## config.mk

```make
export PLATFORM = sky130hd
export DESIGN_NAME = if_fetch_stage_flat
export DESIGN_NICKNAME = d
export VERILOG_FILES = /design/src/rtl/rv32_pkg.sv /design/src/rtl/if_fetch_stage_if.sv /design/src/rtl/fetch_skid_buffer.sv /design/src/rtl/if_fetch_stage.sv /design/src/flat_wrapper.sv
export SDC_FILE = /design/constraint.sdc
export NUM_CORES = 1
export LEC_CHECK = 0
export BUFFER_PORTS_ARGS = -buffer_cell sky130_fd_sc_hd__buf_2
export CELL_PAD_IN_SITES_DETAIL_PLACEMENT = 0
export CELL_PAD_IN_SITES_GLOBAL_PLACEMENT = 1
export CORE_MARGIN = 10
export CORE_UTILIZATION = 44
export CTS_CLUSTER_DIAMETER = 200
export DETAILED_ROUTE_END_ITERATION = 12
export PLACE_DENSITY = 0.89
export SLEW_MARGIN = 30
export SYNTH_ARGS = -nofsm -noshare
export SYNTH_HDL_FRONTEND = slang
export SYNTH_HIERARCHICAL = 1
export SYNTH_SLANG_ARGS = --single-unit
```

## constraint.sdc

```tcl
create_clock -name clk -period 7.2 [get_ports clk]
set_input_delay 1.44 -clock clk [delete_from_list [all_inputs] [get_ports clk]]
set_output_delay 1.44 -clock clk [all_outputs]
set_load 0.02 [all_outputs]
```

## src/rtl/rv32_pkg.sv

```systemverilog
// ---------------------------------------------------------------------------
// rv32_pkg -- constants and types shared by the RV32I pipeline stages.
//   XLEN             : architectural register / address width
//   NOP_INSN         : canonical NOP (addi x0, x0, 0) used for pipeline bubbles
//   DEFAULT_RESET_PC : byte address fetched first after reset
//   fetch_entry_t    : one fetched instruction word together with its PC
// ---------------------------------------------------------------------------
package rv32_pkg;

  localparam int unsigned XLEN = 32;

  localparam logic [XLEN-1:0] NOP_INSN         = 32'h0000_0013;
  localparam logic [XLEN-1:0] DEFAULT_RESET_PC = 32'h0000_0000;

  typedef struct packed {
    logic [XLEN-1:0] inst;
    logic [XLEN-1:0] pc;
  } fetch_entry_t;

endpackage

```

## src/rtl/if_fetch_stage_if.sv

```systemverilog
// ---------------------------------------------------------------------------
// if_fetch_stage_if -- signals between the fetch stage and its neighbours:
// the EX-stage redirect, the IF/ID register handshake and the synchronous
// instruction memory.
//   IF_ID_Stall  : IF/ID not accepting this cycle
//   PC_Redirect  : taken branch/jump resolved in EX
//   Redirect_PC  : redirect target byte address (bits [1:0] ignored)
//   imem_en      : instruction-memory read enable
//   imem_addr    : instruction-memory word address
//   imem_rdata   : read data, valid the cycle after imem_en
//   instOut / PC : instruction and its byte address presented to IF/ID
//   inst_valid   : instOut/PC carry a real fetched instruction
// master = fetch stage, slave = surrounding pipeline / memory.
// ---------------------------------------------------------------------------
interface if_fetch_stage_if #(
  parameter int IMEM_AW = 10
);
  logic               IF_ID_Stall;
  logic               PC_Redirect;
  logic [31:0]        Redirect_PC;
  logic               imem_en;
  logic [IMEM_AW-1:0] imem_addr;
  logic [31:0]        imem_rdata;
  logic [31:0]        instOut;
  logic [31:0]        PC;
  logic               inst_valid;

  modport master (
    input  IF_ID_Stall, PC_Redirect, Redirect_PC, imem_rdata,
    output imem_en, imem_addr, instOut, PC, inst_valid
  );

  modport slave (
    output IF_ID_Stall, PC_Redirect, Redirect_PC, imem_rdata,
    input  imem_en, imem_addr, instOut, PC, inst_valid
  );
endinterface

```

## src/rtl/fetch_skid_buffer.sv

```systemverilog
// ---------------------------------------------------------------------------
// fetch_skid_buffer -- one-entry holding slot for a fetched word that IF/ID
// could not accept. Catches the memory response that would otherwise be lost
// because the synchronous memory does not hold its output.
//   clk, rst_n : clock, asynchronous active-low reset
//   load       : capture load_entry, mark valid
//   drain      : entry consumed downstream, mark empty
//   flush      : discard entry (redirect); wins over load and drain
//   entry      : held instruction + PC
//   valid      : entry holds a live instruction
// ---------------------------------------------------------------------------
module fetch_skid_buffer
  import rv32_pkg::*;
(
  input  logic         clk,
  input  logic         rst_n,
  input  logic         load,
  input  logic         drain,
  input  logic         flush,
  input  fetch_entry_t load_entry,
  output fetch_entry_t entry,
  output logic         valid
);

  always_ff @(posedge clk or negedge rst_n) begin
    if (!rst_n) begin
      valid <= 1'b0;
    end else if (flush) begin
      valid <= 1'b0;
    end else if (load) begin
      valid <= 1'b1;
    end else if (drain) begin
      valid <= 1'b0;
    end
  end

  // NOTE: the payload has no reset; it is only ever read while valid is set,
  // so resetting it would add reset fan-out without changing behaviour.
  always_ff @(posedge clk) begin
    if (load) begin
      entry <= load_entry;
    end
  end

endmodule

```

## src/rtl/if_fetch_stage.sv

```systemverilog
// ---------------------------------------------------------------------------
// if_fetch_stage -- RV32I instruction-fetch stage.
// Owns the fetch PC, issues one word read per cycle to a 1-cycle-latency
// instruction memory and presents instruction + PC to IF/ID. A one-entry
// skid buffer absorbs IF/ID stalls; an EX redirect squashes everything in
// flight and restarts fetch at the target.
//   clk, rst_n : clock, asynchronous active-low reset
//   bus        : if_fetch_stage_if.master (redirect, IF/ID, imem signals)
// Parameters:
//   RESET_PC   : first byte address fetched after reset
//   IMEM_AW    : instruction-memory word-address width (must match bus)
// ---------------------------------------------------------------------------
module if_fetch_stage
  import rv32_pkg::*;
#(
  parameter logic [XLEN-1:0] RESET_PC = DEFAULT_RESET_PC,
  parameter int              IMEM_AW  = 10
) (
  input  logic                  clk,
  input  logic                  rst_n,
  if_fetch_stage_if.master      bus
);

  logic [XLEN-1:0] fetch_pc;    // next address to issue
  logic [XLEN-1:0] req_pc;      // address issued last cycle
  logic            req_valid;   // a memory response arrives this cycle

  fetch_entry_t    skid_entry;
  logic            skid_valid;

  logic            redirect;
  logic            issue;
  logic            skid_load;
  logic            skid_drain;
  logic            redirect_lsb_unused;

  assign redirect = bus.PC_Redirect;

  // Target is word aligned; the low two bits are dropped on purpose.
  assign redirect_lsb_unused = ^bus.Redirect_PC[1:0];

  // Output selection: the skid entry is always older than any response, so it
  // has priority. A redirect kills whatever is presented this cycle.
  // NOTE: every output gets a default first so no path can infer a latch.
  always_comb begin
    bus.instOut    = NOP_INSN;
    bus.PC         = fetch_pc;
    bus.inst_valid = 1'b0;
    if (skid_valid) begin
      bus.instOut = skid_entry.inst;
      bus.PC      = skid_entry.pc;
    end else if (req_valid) begin
      bus.instOut = bus.imem_rdata;
      bus.PC      = req_pc;
    end
    if ((skid_valid || req_valid) && !redirect) begin
      bus.inst_valid = 1'b1;
    end else begin
      bus.instOut = NOP_INSN;
    end
  end

  // Issue whenever the presented slot will be free next cycle: either IF/ID
  // takes it now, or there is nothing valid in it.
  assign issue         = !redirect && (!bus.IF_ID_Stall || !bus.inst_valid);
  assign bus.imem_en   = issue;
  assign bus.imem_addr = fetch_pc[IMEM_AW+1:2];

  // A stalled live response must be caught now; the memory will not hold it.
  assign skid_load  = req_valid && bus.IF_ID_Stall && !skid_valid && !redirect;
  assign skid_drain = skid_valid && !bus.IF_ID_Stall;

  fetch_skid_buffer u_skid (
    .clk        (clk),
    .rst_n      (rst_n),
    .load       (skid_load),
    .drain      (skid_drain),
    .flush      (redirect),
    .load_entry ('{inst: bus.imem_rdata, pc: req_pc}),
    .entry      (skid_entry),
    .valid      (skid_valid)
  );

  // NOTE: sequential state uses non-blocking assignments so every register
  // samples pre-edge values regardless of statement order.
  always_ff @(posedge clk or negedge rst_n) begin
    if (!rst_n) begin
      fetch_pc  <= RESET_PC;
      req_pc    <= RESET_PC;
      req_valid <= 1'b0;
    end else if (redirect) begin
      fetch_pc  <= {bus.Redirect_PC[XLEN-1:2], 2'b00};
      req_valid <= 1'b0;
    end else begin
      req_valid <= issue;
      if (issue) begin
        req_pc   <= fetch_pc;
        fetch_pc <= fetch_pc + 32'd4;   // wraps modulo 2^32
      end
    end
  end

endmodule

```

## src/flat_wrapper.sv

```systemverilog
// flat-port wrapper written by rule: the top's interface ports become plain ports
module if_fetch_stage_flat import rv32_pkg::*;
#(
  parameter logic [XLEN-1:0] RESET_PC = DEFAULT_RESET_PC,
  parameter int              IMEM_AW  = 10
)
  (clk, rst_n, bus_IF_ID_Stall, bus_PC_Redirect, bus_Redirect_PC, bus_imem_rdata, bus_imem_en, bus_imem_addr, bus_instOut, bus_PC, bus_inst_valid);
  if_fetch_stage_if #(.IMEM_AW(IMEM_AW)) bus_i ();
  input  logic clk;
  input  logic rst_n;
  input wire logic [$bits(bus_i.IF_ID_Stall)-1:0] bus_IF_ID_Stall;
  input wire logic [$bits(bus_i.PC_Redirect)-1:0] bus_PC_Redirect;
  input wire logic [$bits(bus_i.Redirect_PC)-1:0] bus_Redirect_PC;
  input wire logic [$bits(bus_i.imem_rdata)-1:0] bus_imem_rdata;
  output wire logic [$bits(bus_i.imem_en)-1:0] bus_imem_en;
  output wire logic [$bits(bus_i.imem_addr)-1:0] bus_imem_addr;
  output wire logic [$bits(bus_i.instOut)-1:0] bus_instOut;
  output wire logic [$bits(bus_i.PC)-1:0] bus_PC;
  output wire logic [$bits(bus_i.inst_valid)-1:0] bus_inst_valid;
  assign bus_i.IF_ID_Stall = bus_IF_ID_Stall;
  assign bus_i.PC_Redirect = bus_PC_Redirect;
  assign bus_i.Redirect_PC = bus_Redirect_PC;
  assign bus_i.imem_rdata = bus_imem_rdata;
  assign bus_imem_en = bus_i.imem_en;
  assign bus_imem_addr = bus_i.imem_addr;
  assign bus_instOut = bus_i.instOut;
  assign bus_PC = bus_i.PC;
  assign bus_inst_valid = bus_i.inst_valid;
  if_fetch_stage #(.RESET_PC(RESET_PC), .IMEM_AW(IMEM_AW)) u_core (.clk(clk), .rst_n(rst_n), .bus(bus_i));
endmodule
```

Word level (Yosys, flattened, before mapping)
Cells that the tools add are included.

word-level totals
  register bits = 130
  output and inout port bits = 76
  logic and storage cells = 35

cells by class
  add/sub/neg operators = 1
  multiplexer cells = 12
  bitwise operators = 1
  reduce and logical (&&, ||, !) cells = 15

operators by type and width
  kind                                                             number
  32-bit two-way mux                                               7
  32-bit by 3-bit adder with 32-bit output, second input constant  1
  1-bit logical AND                                                6
  1-bit two-way mux                                                5
  1-bit logical NOT                                                4
  3-bit nonzero test                                               1
  1-bit logical OR                                                 2
  2-bit AND reduction                                              1
  2-bit nonzero test                                               1
  1-bit inverter                                                   1

Depth between registers and ports, before layout
Gate-level depths: netlist (run 1).

  word-level depth = 8
  gate-level depth with buffers = 7

Modules after synthesis
Netlist (run 1), hierarchy kept.

modules (own cells, without submodules)
  module             instances  cells an instance  area each (um^2)  sequential area each (um^2)
  if_fetch_stage     1          529                4,127.7           1,526.5
  fetch_skid_buffer  1          68                 1,965.6           1,946.9

Worst setup path before layout (run 1)
OpenSTA, ideal clock, no wires.

  path kind = input to register
  start = input port bus_PC_Redirect
  end = register u_core/u_skid/entry[0] (netlist name), enable pin
  library setup time = 430 ps
  arrival = 3,668 ps
  path slack = 3,102 ps
  stages on the path = 4
  buffers on the path = 2
  cell sequence = clkbuf_1 > inv_1 > buf_1 > and3_1

on the way
  word-level cells in the longest chain between the ends = 2

RTL lines
  element                     line                     RTL
  from (decl)                 flat_wrapper.sv:12       input wire logic [$bits(bus_i.PC_Redirect)-1:0] bus_PC_Redirect;
  1-bit logical NOT           if_fetch_stage.sv:70     assign skid_load = req_valid && bus.IF_ID_Stall && !skid_valid && !redirect;
  1-bit logical AND           if_fetch_stage.sv:70
  named net u_core.skid_load  if_fetch_stage.sv:33     logic skid_load;
  to (signal assigned)        fetch_skid_buffer.sv:41  entry <= load_entry;
  to (decl)                   fetch_skid_buffer.sv:21  output fetch_entry_t entry,

The timed path passes the listed nets, and every way through them passes these cells.
A chain may end at the register's enable or synchronous reset.

Worst setup path in the final report (run 1)
  start = input port bus_PC_Redirect
  end = output port bus_imem_en

on the way
  word-level cells in the longest chain between the ends = 6

RTL lines
  element                line                                        RTL
  1-bit logical NOT (*)  if_fetch_stage.sv:56, if_fetch_stage.sv:65
  1-bit logical AND      if_fetch_stage.sv:56                        if ((skid_valid || req_valid) && !redirect) begin
  1-bit two-way mux      if_fetch_stage.sv:56
  1-bit logical NOT      if_fetch_stage.sv:65                        assign issue = !redirect && (!bus.IF_ID_Stall || !bus.inst_valid);
  1-bit logical OR       if_fetch_stage.sv:65
  1-bit logical AND (*)  if_fetch_stage.sv:65
  to (decl)              flat_wrapper.sv:15                          output wire logic [$bits(bus_i.imem_en)-1:0] bus_imem_en;

Mark *: on every way between the ends. The rest lies on a longest branch, timed or not.

==> reports/qor.csv, run 1 <==
stage,metric,value,unit
clock_network,clkTransAtPathRegs,0.06,ns
timing,worst_pin_slew,0.838,ns
clock_network,clkSinkCount,126,
route,via_per_inst,5.38,
min_path,hold_end,u_core/u_skid/entry[7],
yosys,postSynthCellCount,597,
clock_network,postCtsSetupBuffers,0,
setup_path,r2r_end,u_core/u_skid/entry[24],
floorplanning,dieArea,19000,sq um
route,dr_total_vias,4884,
floorplanning,io-pin-count,144,
clock_network,htree_num_levels,4,
grt,grt_use_met3,5.35,%
pwr,ir_worst_vdd,0.000173,V
floorplanning,die_x,138,microns
floorplanning,fp.coreArea,13400,sq um
yosys,synth_edf_count,64,
final_layout,syn2layout_area_growth,22.3,%
yosys,synthTopCellsByArea,"edfxtp_1 (32%), dfrtp_1 (25%), nand2_1 (9.1%)",
timing,rsz0062_at_grt,no,
timing,finalCritPeriodShare,59.0,%
timing,slew_violations,0,
clock_network,root_buffer,clkbuf_16,
place,portBuffers,141,
timing,hold_violations,0,
floorplanning,num_rows,42,
clock_network,cts_tree,built,
pwr,p_leak,3.24,nW
final_layout,multi_input_area,2390,sq um
pwr,p_switching,563,uW
route,drt_iter0_markers,388,
route,drt-pass1-iter-count,5,
yosys,ys_async_sr_fraction,49.2,%
yosys,ys_warn_count,6,
grt,grt_pass1_wl,25.6,mm
setup_path,crit_path_end_kind,output port,
grt,grt_max_degree,82,
min_path,min_path_cells,0,
yosys,ys_dominant_reg_cell,edfxtp_1,
pwr,clkPwrFrac,41.4,%
grt,antenna_found_initial,0,
place,hpwl,10.9,mm
grt,grt-ovfl-total,0,
pwr,power.density,277,nW/um^2
pwr,p_seq_share,43.5,%
route,routed_wl,16.2,mm
grt,track_usage,17.2,%
route,drc,0,
final_layout,fin_util,55.6,%
pwr,intPower,1.50,mW
setup_path,ff2ff_setup_slack,3.72,ns
place,globalplace.congestion,0.834,
pwr,sw_frac_of_total,27.3,%
timing,slew_headroom,44.1,%
floorplanning,start_util,45.5,%
yosys,syn_avg_cell_area,10.2,sq um
yosys,syn_area,6090,sq um
setup_path,worstSetupPathType,primary input to output port,
final_layout,final_cell_area,7450,sq um
timing,fin_crit,4.25,ns
grt,gr-max-usage-layer,met2,
yosys,yosys.area.top_type,edfxtp_1,
final_layout,final_nets,787,
grt,met2_usage,27.4,%
yosys,synth-seq-cells,126,
clock_network,insertion_delay,0.42,ns
timing,setup_violations,0,
clock_network,cts-buffers-inserted,17,
setup_path,cp.required,5.76,ns
min_path,hp-start,u_core/req_pc[7],
pwr,power_frac_comb,15.1,%
place,place_area,6870,sq um
timing,skew,0.00926,ns
route,wire_per_inst,17.9,microns
grt,grt_pass1_vias,4847,
floorplanning,die_h,138,microns
setup_path,arrival,2.81,ns
yosys,ys_seq_area_share,57.0,%
yosys,synth_top_area_share,31.5,%
final_layout,drive_gt1_share,25.7,%
setup_path,cp-startpoint,bus_PC_Redirect,
setup_path,crit_fanout,33,
clock_network,hold_buffers,0,
setup_path,ff2ff_path_depth,4,
run_status,outcome,"finished, final reports clean",
yosys,yosys.cell_types.count,44,
route,antenna_left,0,
timing,finalSetupTns,0,ns
setup_path,regToRegStartpoint,u_core/u_skid/valid,
final_layout,n_antenna_cell,0,
clock_network,clockBufferDepth,2,
job,max-cap-violations,0,
clock_network,post_cts_resized,0,
grt,grt_use_met1,21.6,%
min_path,worstHoldPathType,flop to flop,
final_layout,regArea,3480,sq um
setup_path,worst_setup_path_start_kind,primary input,
final_layout,num-fill-cells,1209,
timing,timing.fmax,235,MHz
[worst max-delay path by stage]
stage	slack [ns]	end
detailed placement	2.96	bus_imem_en
floorplan	3.10	u_core/u_skid/entry[0]
CTS	2.94	bus_imem_en
finish	2.95	bus_imem_en
global route	2.79	bus_imem_en
global placement	2.91	bus_imem_en
[critical path, stage by stage]
cell and delay (ns):
buf_2 0.10, inv_1 0.40, nand2_1 0.13, inv_1 0.09, buf_4 0.37, buf_2 0.25
[placed cells by master (no fill, tap or decap), drive strengths merged]
cell      n
o21a      1
o32ai     1
and3      9
o22a      1
and4      3
a21o      1
a21oi     9
nor3b     3
nand2   148
a311oi    4
nand3    10
edfxtp   64
xnor2     7
mux2i    35
nor2b     2
o22ai     1
a22oi    29
conb      2
o211ai    1
ha        1
nand4    14
nor2     47
nor4      5
o311ai    1
a221o     1
bufinv    3
buf     148
clkbuf   25
nor3      3
and2      3
mux2      2
clkinv    4
inv       6
dfrtp    62
nand2b    1
a31oi     4
o21ai    59
xor2     11
[per-stage QoR]
step	setup WS [ns]	power, mW	std cells	hold WS (ns)
floorplan	3.10	1.11	598	0.446
global placement	2.91	1.22	875	0.454
detailed placement	2.96	1.23	875	0.459
CTS	2.94	2.09	907	0.466
global route	2.79	2.16	907	0.487
finish	2.95	2.06	907	0.467
[cells in the mapped netlist (2+ instances only)]
cell      instances
a22oi_1          29
a21oi_1           8
buf_1             7
nand4_1          13
mux2i_1          35
buf_2             8
nor3b_1           3
nand3_1           8
nand3_2           2
and4_1            3
and3_1            9
clkbuf_1         22
o21ai_1           2
dfrtp_1          62
nor4_4            3
o21ai_0          57
and2_1            3
nor2_1           47
inv_1             6
xor2_1           11
buf_4            10
mux2_2            2
a31oi_1           4
nor2b_1           2
nor3_1            2
a311oi_1          4
nand2_1         148
edfxtp_1         64
xnor2_1           7
nor4_1            2
[logic make-up after synthesis]
logic type,share of synthesized area [%]
muxes,6.12
DFF,57.0
adders and majority gates,0.205
other,0.0615
buffers and inverters,4.05
AOI/OAI and AO/OA,11.3
and+or+nand+nor,18.7
xor gates and xnor gates,2.59
[power by group through the flow]
stage / logic (mW) / clock network, mW / registers [mW]
floorplan: 0.228 / 0 / 0.879
global placement: 0.311 / 0 / 0.905
detailed placement: 0.317 / 0 / 0.911
CTS: 0.318 / 0.871 / 0.897
global route: 0.347 / 0.905 / 0.907
finish: 0.312 / 0.853 / 0.897
[area by class of cell]
type	instances	area share [%]
Clock buffer	25	6.38
Clock inverter	7	1.48
Inverter	6	0.302
Multi-Input combinational cell	419	32.0
Sequential cell	126	46.7
Tap cell	176	2.96
Timing Repair Buffer	148	10.2
[state kept, by name (all words and copies together) (netlist names)]
register / flops
u_core/req_pc: 30
u_core/req_valid: 1
u_core/u_skid/entry: 64
u_core/u_skid/valid: 1
u_core/fetch_pc: 30
[layer usage]
metal	up-vias	part of all wire, %
met3	19	8.7
met2	179	46
met5	-	0
met4	0	1.5
li1	2336	-
met1	2350	44
No activity file was read; power rests on OpenSTA's default activity.
==> inputs of run 2 (changes only) <==
--- a/config.mk
+++ b/config.mk
@@ -5,14 +5,15 @@
 export SDC_FILE = /design/constraint.sdc
 export NUM_CORES = 1
 export LEC_CHECK = 0
+export ABC_AREA = 1
 export BUFFER_PORTS_ARGS = -buffer_cell sky130_fd_sc_hd__buf_2
 export CELL_PAD_IN_SITES_DETAIL_PLACEMENT = 0
 export CELL_PAD_IN_SITES_GLOBAL_PLACEMENT = 1
 export CORE_MARGIN = 10
-export CORE_UTILIZATION = 44
+export CORE_UTILIZATION = 40
 export CTS_CLUSTER_DIAMETER = 200
 export DETAILED_ROUTE_END_ITERATION = 12
-export PLACE_DENSITY = 0.89
+export PLACE_DENSITY = 0.85
 export SLEW_MARGIN = 30
 export SYNTH_ARGS = -nofsm -noshare
 export SYNTH_HDL_FRONTEND = slang
==> constraint.sdc (replaced) <==
create_clock -name clk -period 4.1 [get_ports clk]
set_input_delay 0.82 -clock clk [delete_from_list [all_inputs] [get_ports clk]]
set_output_delay 0.82 -clock clk [all_outputs]
set_load 0.02 [all_outputs]
==> reports/qor.csv, run 2 <==
stage,metric,value,unit,change
setup_path,regToRegStartpoint,u_core/u_skid/valid,,unchanged
timing,skew,0.00658,ns,was 0.00926 ns
yosys,ys_dominant_reg_cell,edfxtp_1,,unchanged
setup_path,worst_setup_path_start_kind,flop,,was primary input
pwr,ir_worst_vdd,0.000328,V,was 0.000173 V
route,drt_iter0_markers,354,,was 388
yosys,postSynthCellCount,785,,was 597
place,globalplace.congestion,0.816,,was 0.834
yosys,syn_avg_cell_area,8.08,sq um,was 10.2 sq um
final_layout,drive_gt1_share,20.2,%,was 25.7%
pwr,p_leak,3.48,nW,was 3.24 nW
yosys,synth_edf_count,64,,unchanged
final_layout,largest_reg_flops,64,,unchanged
yosys,ys_seq_area_share,54.8,%,was 57.0%
setup_path,crit_fanout,31,,was 33
final_layout,syn2layout_area_growth,22.3,%,about the same
yosys,synthTopCellsByArea,"edfxtp_1 (30%), dfrtp_1 (24%), nand2_1 (17%)",,"was edfxtp_1 (32%), dfrtp_1 (25%), nand2_1 (9.1%)"
floorplanning,io-pin-count,144,,unchanged
clock_network,htree_num_levels,4,,unchanged
setup_path,cp-startpoint,u_core/u_skid/valid,,was bus_PC_Redirect
clock_network,root_buffer,clkbuf_16,,unchanged
clock_network,cts-buffers-inserted,17,,unchanged
pwr,power.density,472,nW/um^2,was 277 nW/um^2
clock_network,clkSinkCount,126,,unchanged
timing,finalSetupTns,0,ns,unchanged
floorplanning,start_util,41.2,%,was 45.5%
timing,fin_crit,3.27,ns,
setup_path,cp.required,3.28,ns,was 5.76 ns
yosys,yosys.area.top_type,edfxtp_1,,unchanged
route,via_per_inst,4.87,,was 5.38
floorplanning,dieArea,21300,sq um,was 19000 sq um
route,drt-pass1-iter-count,5,,unchanged
yosys,yosys.cell_types.count,27,,was 44
setup_path,worstSetupPathType,flop to output port,,was primary input to output port
grt,grt-ovfl-total,0,,unchanged
setup_path,arrival,2.45,ns,was 2.81 ns
timing,finalCritPeriodShare,79.7,%,
grt,track_usage,16.8,%,was 17.2%
floorplanning,fp.coreArea,15400,sq um,was 13400 sq um
setup_path,cp_cell_sequence,"inv_1, nand2_1, nand2_2, inv_1, o21ai_0, buf_2",,"was buf_2, inv_1, nand2_1, inv_1, buf_4, buf_2"
route,routed_wl,17.8,mm,was 16.2 mm
timing,setup_violations,0,,unchanged
timing,slew_violations,0,,unchanged
timing,timing.fmax,306,MHz,
setup_path,ff2ff_setup_slack,1.05,ns,was 3.72 ns
setup_path,cp-endpoint,bus_instOut[4],,was bus_imem_en
yosys,synthMuxAreaShare,0,%,was 6.12%
job,max-cap-violations,0,,unchanged
setup_path,worst_path_max_delay_cell,dfrtp_2,,was inv_1
yosys,synth-seq-cells,126,,unchanged
place,portBuffers,141,,unchanged
timing,worst_pin_slew,0.884,ns,was 0.838 ns
pwr,sw_frac_of_total,28.7,%,was 27.3%
floorplanning,die_x,146,microns,was 138 microns
pwr,clkPwrFrac,39.7,%,was 41.4%
run_status,outcome,"finished, final reports clean",,unchanged
yosys,synthSimpleGateAreaFrac,26.3,%,was 18.7%
yosys,ys_async_sr_fraction,49.2,%,unchanged
grt,antenna_found_initial,0,,unchanged
min_path,worstHoldPathType,primary input to asynchronous set/reset pin,,was flop to flop
yosys,synthMostInstantiatedCell,nand2_1,,unchanged
setup_path,cp_num_buf_inv,3,,was 5
clock_network,clkTransAtPathRegs,0.05,ns,was 0.06 ns
pwr,power_frac_comb,17.8,%,was 15.1%
yosys,yosys-top-cells-count,"nand2_1 (292), nor2_1 (82), edfxtp_1 (64)",,"was nand2_1 (148), edfxtp_1 (64), dfrtp_1 (62)"
setup_path,ff2ff_path_depth,8,,was 4
final_layout,layout_commonest_cell,nand2_1,,unchanged
yosys,synth_top_family_by_area,simple AND/OR/NAND/NOR gates,,unchanged
place,hpwl,12.6,mm,was 10.9 mm
setup_path,critPathMostFrequentCell,inv_1,,
final_layout,largest-register,u_core/u_skid/entry,,unchanged
yosys,syn_area,6340,sq um,was 6090 sq um
setup_path,crit_path_end_kind,output port,,unchanged
grt,grt_pass1_wl,28.9,mm,was 25.6 mm
setup_path,path_delay_family,flip-flops,,was buffers and inverters
final_layout,n_antenna_cell,0,,unchanged
clock_network,post_cts_resized,0,,unchanged
yosys,synth_top_area_share,30.3,%,was 31.5%
final_layout,final_cell_mix,"nand2_1 (292), buf_2 (141), nor2_1 (81), edfxtp_1 (64), dfrtp_1 (61)",,"was nand2_1 (148), buf_2 (141), edfxtp_1 (64), dfrtp_1 (60), o21ai_0 (57)"
route,wire_per_inst,15.8,microns,was 17.9 microns
clock_network,clockBufferDepth,2,,unchanged
timing,rsz0062_at_grt,no,,unchanged
grt,grt_pass1_vias,5367,,was 4847
clock_network,cts_tree,built,,unchanged
yosys,yosys.area_share.adder,0.197,%,was 0.205%
timing,slew_headroom,41.0,%,was 44.1%
final_layout,reg.largest.list,"u_core/u_skid/entry: 64 flops, u_core/fetch_pc: 30 flops, u_core/req_pc: 30 flops",,unchanged
timing,hold_violations,0,,unchanged
yosys,ys_warn_count,6,,unchanged
pwr,p_switching,1.05,mW,was 563 uW
floorplanning,num_rows,45,,was 42
setup_path,r2r_end,u_core/fetch_pc[7],,was u_core/u_skid/entry[24]
clock_network,postCtsSetupBuffers,0,,unchanged
pwr,p_seq_share,42.5,%,was 43.5%
route,dr_total_vias,5510,,was 4884
final_layout,final_nets,978,,was 787
grt,grt_max_degree,58,,was 82
floorplanning,die_h,146,microns,was 138 microns
timing,hold_ws,0.399,ns,was 0.467 ns
clock_network,hold_buffers,0,,unchanged
yosys,synth-compound-area-share,11.5,%,was 11.3%
route,antenna_left,0,,unchanged
route,drc,0,,unchanged
yosys,synth_xor_area_share,0,%,was 2.59%
setup_path,crit_cells,6,,unchanged
pwr,intPower,2.61,mW,was 1.50 mW
setup_path,cpPeakStageDelay,0.69,ns,was 0.40 ns
clock_network,insertion_delay,0.42,ns,about the same
==> run 2: cell count changes after synthesis, moves of 29 or more <==
cell / delta
inv_1: +52
a22oi_1: -29
o211ai_1: +30
a21oi_1: +30
mux2i_1: -35
nor2_1: +35
nand2_1: +144
==> run 2: layout make-up <==
type                       instances  area (sq um)
fill                            1515          7620
sequential                       126          3470
multi-input combinational        554          2440
timing repair buffer             150           786
clock buffer                      22           444
tap                              211           264
inverter                          60           225
clock inverter                     9           119
==> run 2: logic make-up (layout without fill, tap and decap cells) <==
logic type	Yosys count	after routing
flip-flops	126	126
adder cells (fa/ha/maj)	1	1
other	1	2
AO/OA/AOI/OAI	128	128
buffers and inverters	106	241
AND/OR/NAND/NOR	423	423
==> run 2: routing by layer <==
layer / part of all wire (%) / up-vias / track usage [%]
li1: - / 2796 / -
met5: 0 / - / 0
met1: 46 / 2522 / 22.5
met2: 45 / 176 / 25.6
met3: 7.2 / 16 / 4.59
met4: 1.3 / 0 / 5.31
==> run 2: worst min path at each step <==
stage,startpoint,end
6_report,rst_n,u_core/req_pc[24]
5_1_grt,rst_n,u_core/req_pc[26]
4_1_cts,rst_n,u_core/req_pc[24]
3_5_place_dp,u_core/req_pc[16],u_core/u_skid/entry[16]
3_3_place_gp,u_core/req_pc[16],u_core/u_skid/entry[16]
2_1_floorplan,u_core/req_pc[16],u_core/u_skid/entry[16]
==> run 2: power by group through the flow <==
| stage | sequential [mW] | combinational [mW] | clock (mW) |
|---|---|---|---|
| floorplan | 1.55 | 0.442 | 0 |
| global placement | 1.57 | 0.650 | 0 |
| detailed placement | 1.58 | 0.657 | 0 |
| CTS | 1.55 | 0.661 | 1.48 |
| global route | 1.57 | 0.731 | 1.54 |
| finish | 1.55 | 0.650 | 1.45 |
==> run 2: worst register-to-register path, stage by stage (launching register included) <==
cell and delay (ns):
dfrtp_2 0.69, inv_1 0.23, nand2_1 0.17, nand2_2 0.39
nor2_4 0.27, buf_4 0.38, inv_1 0.43, a21oi_1 0.29
nor3_1 0.08
==> run 2: metrics by stage <==
stage / total power, mW / cell area [sq um] / instances / setup slack [ns] / utilization [%]
after global routing: 3.84 / 7750 / 1132 / 0.558 / 50.4
final: 3.66 / 7750 / 1132 / 0.834 / 50.4
after global placement: 2.22 / 7190 / 1101 / 1.07 / 46.8
after floorplan: 1.99 / 6350 / 786 / 0.0420 / -
after detailed placement: 2.23 / 7190 / 1101 / 1.03 / 46.8
after CTS: 3.69 / 7750 / 1132 / 0.782 / 50.4
==> inputs of run 3 (changes only) <==
--- a/config.mk
+++ b/config.mk
@@ -10,10 +10,10 @@
 export CELL_PAD_IN_SITES_DETAIL_PLACEMENT = 0
 export CELL_PAD_IN_SITES_GLOBAL_PLACEMENT = 1
 export CORE_MARGIN = 10
-export CORE_UTILIZATION = 40
+export CORE_UTILIZATION = 36
 export CTS_CLUSTER_DIAMETER = 200
 export DETAILED_ROUTE_END_ITERATION = 12
-export PLACE_DENSITY = 0.85
+export PLACE_DENSITY = 0.81
 export SLEW_MARGIN = 30
 export SYNTH_ARGS = -nofsm -noshare
 export SYNTH_HDL_FRONTEND = slang
==> constraint.sdc (replaced) <==
create_clock -name clk -period 2.8 [get_ports clk]
set_input_delay 0.56 -clock clk [delete_from_list [all_inputs] [get_ports clk]]
set_output_delay 0.56 -clock clk [all_outputs]
set_load 0.02 [all_outputs]
==> reports/qor.csv, run 3 (synthesis gave the netlist of run 2 again) <==
stage,metric,value,unit,change
run_status,outcome,"finished, final reports clean",,unchanged
clock_network,hold_buffers,0,,unchanged
place,pre_cts_ws,0.505,ns,was 1.03 ns
route,antenna_left,0,,unchanged
pwr,ir_worst_vdd,0.000453,V,was 0.000328 V
floorplanning,start_util,36.7,%,was 41.2%
floorplanning,io-pin-count,144,,unchanged
clock_network,postCtsSetupBuffers,0,,unchanged
timing,slew_violations,0,,unchanged
timing,finalCritPeriodShare,92.2,%,
final_layout,fin_util,45.1,%,was 50.4%
floorplanning,num_rows,48,,was 45
grt,antenna_found_initial,0,,unchanged
grt,grt_pass1_vias,5443,,was 5367
final_layout,final_nets,983,,was 978
timing,rsz0062_at_grt,no,,unchanged
job,max-cap-violations,0,,unchanged
setup_path,worstSetupPathType,flop to output port,,unchanged
final_layout,syn2layout_area_growth,23.0,%,was 22.3%
route,drt-pass1-iter-count,5,,unchanged
clock_network,cts-buffers-inserted,17,,unchanged
route,via_per_inst,4.80,,was 4.87
grt,grt-ovfl-total,0,,unchanged
pwr,finalPower,5.23,mW,was 3.66 mW
final_layout,num-fill-cells,1789,,was 1515
clock_network,clkSinkCount,126,,unchanged
clock_network,cts_tree,built,,unchanged
route,wire_per_inst,15.8,microns,about the same
clock_network,post_cts_resized,0,,unchanged
final_layout,n_antenna_cell,0,,unchanged
grt,grt_max_degree,54,,was 58
timing,worst_pin_slew,0.717,ns,was 0.884 ns
timing,fin_crit,2.58,ns,
pwr,p_leak,3.49,nW,was 3.48 nW
final_layout,reg.largest.list,"u_core/u_skid/entry: 64 flops, u_core/fetch_pc: 30 flops, u_core/req_pc: 30 flops",,unchanged
grt,track_usage,15.7,%,was 16.8%
setup_path,crit_fanout,30,,was 31
route,drt_iter0_markers,421,,was 354
final_layout,regArea,3470,sq um,unchanged
clock_network,htree_num_levels,4,,unchanged
setup_path,cp.required,2.24,ns,was 3.28 ns
final_layout,largest-register,u_core/u_skid/entry,,unchanged
grt,grt_pass1_wl,29.9,mm,was 28.9 mm
final_layout,multi_input_area,2440,sq um,unchanged
floorplanning,die_h,153,microns,was 146 microns
clock_network,root_buffer,clkbuf_16,,unchanged
floorplanning,die_x,153,microns,was 146 microns
timing,hold_violations,0,,unchanged
clock_network,clkTransAtPathRegs,0.05,ns,about the same
timing,skew,0.00485,ns,was 0.00658 ns
setup_path,crit_path_end_kind,output port,,unchanged
timing,slew_headroom,52.2,%,was 41.0%
timing,finalSetupTns,0,ns,unchanged
setup_path,ff2ff_setup_slack,0.77,ns,was 1.05 ns
floorplanning,dieArea,23300,sq um,was 21300 sq um
final_layout,drive_gt1_share,20.7,%,was 20.2%
route,routed_wl,18.2,mm,was 17.8 mm
clock_network,clockBufferDepth,2,,unchanged
timing,timing.fmax,387,MHz,
place,portBuffers,141,,unchanged
final_layout,largest_reg_flops,64,,unchanged
floorplanning,fp.coreArea,17300,sq um,was 15400 sq um
setup_path,worst_setup_path_start_kind,flop,,unchanged
setup_path,arrival,2.02,ns,was 2.45 ns
place,globalplace.congestion,0.851,,was 0.816
final_layout,layout_commonest_cell,nand2_1,,unchanged
final_layout,final_cell_mix,"nand2_1 (292), buf_2 (141), nor2_1 (81), edfxtp_1 (64), dfrtp_1 (61)",,unchanged
timing,setup_violations,0,,unchanged
clock_network,insertion_delay,0.41,ns,was 0.42 ns
pwr,power.density,671,nW/um^2,was 472 nW/um^2
timing,worst_slack,0.218,ns,was 0.834 ns
min_path,worstHoldPathType,primary input to asynchronous set/reset pin,,unchanged
route,drc,0,,unchanged
route,dr_total_vias,5526,,was 5510
place,hpwl,13.0,mm,was 12.6 mm
==> run 3: changes by cell type in the layout (fill, tap and decap cells not counted), sizes merged <==
cell and delta:
bufinv -2, buf +5, clkbuf +2, clkinvlp +1
==> run 3: worst paths after layout <==
path	from	to	cells after the start
max	u_core/u_skid/valid	bus_instOut[4]	7
min	rst_n	u_core/req_pc[14]	1
min in group clk	bus_imem_rdata[1]	u_core/u_skid/entry[33]	1
min reg2reg	u_core/req_pc[16]	u_core/u_skid/entry[16]	0
max in group asynchronous	rst_n	u_core/fetch_pc[27]	2
max reg2reg	u_core/u_skid/valid	u_core/fetch_pc[6]	9
==> run 3: layout make-up <==
class / instances / share of cell area, %
clock buffer: 24 / 5.92
clock inverter: 8 / 0.851
inverter: 60 / 2.89
multi-input combinational: 554 / 31.3
sequential: 126 / 44.6
tap: 225 / 3.61
timing repair buffer: 155 / 10.9
==> run 3: layer usage <==
metal  GRT usage (%)  vias to the layer above  share of wire, %
met1            21.2                     2526                47
met5               0                        -                 0
met3            4.54                       12               6.0
met4            4.41                        0               1.1
met2            23.9                      174                46
li1                -                     2814                 -
==> run 3: stage by stage <==
step	hold slack, ns	instance area (sq um)	instances
after detailed placement	0.439	7270	1120
after floorplan	0.264	6370	786
after global routing	0.202	7800	1152
after global placement	0.427	7270	1120
final	0.183	7800	1152
after CTS	0.187	7800	1152
==> run 3: worst max-delay path: stages (launching register included) <==
cell     delay [ns]
dfrtp_2        0.43
inv_1          0.18
nand2_1        0.13
nand2_2        0.10
buf_4          0.32
inv_1          0.15
o21ai_0        0.09
buf_2          0.19
==> run 3: power breakdown <==
group	total (mW)	leakage, nW	internal, mW	switching, mW
sequential	2.27	1.31	2.14	0.131
combinational	0.971	1.92	0.312	0.659
clock	1.99	0.259	1.23	0.756
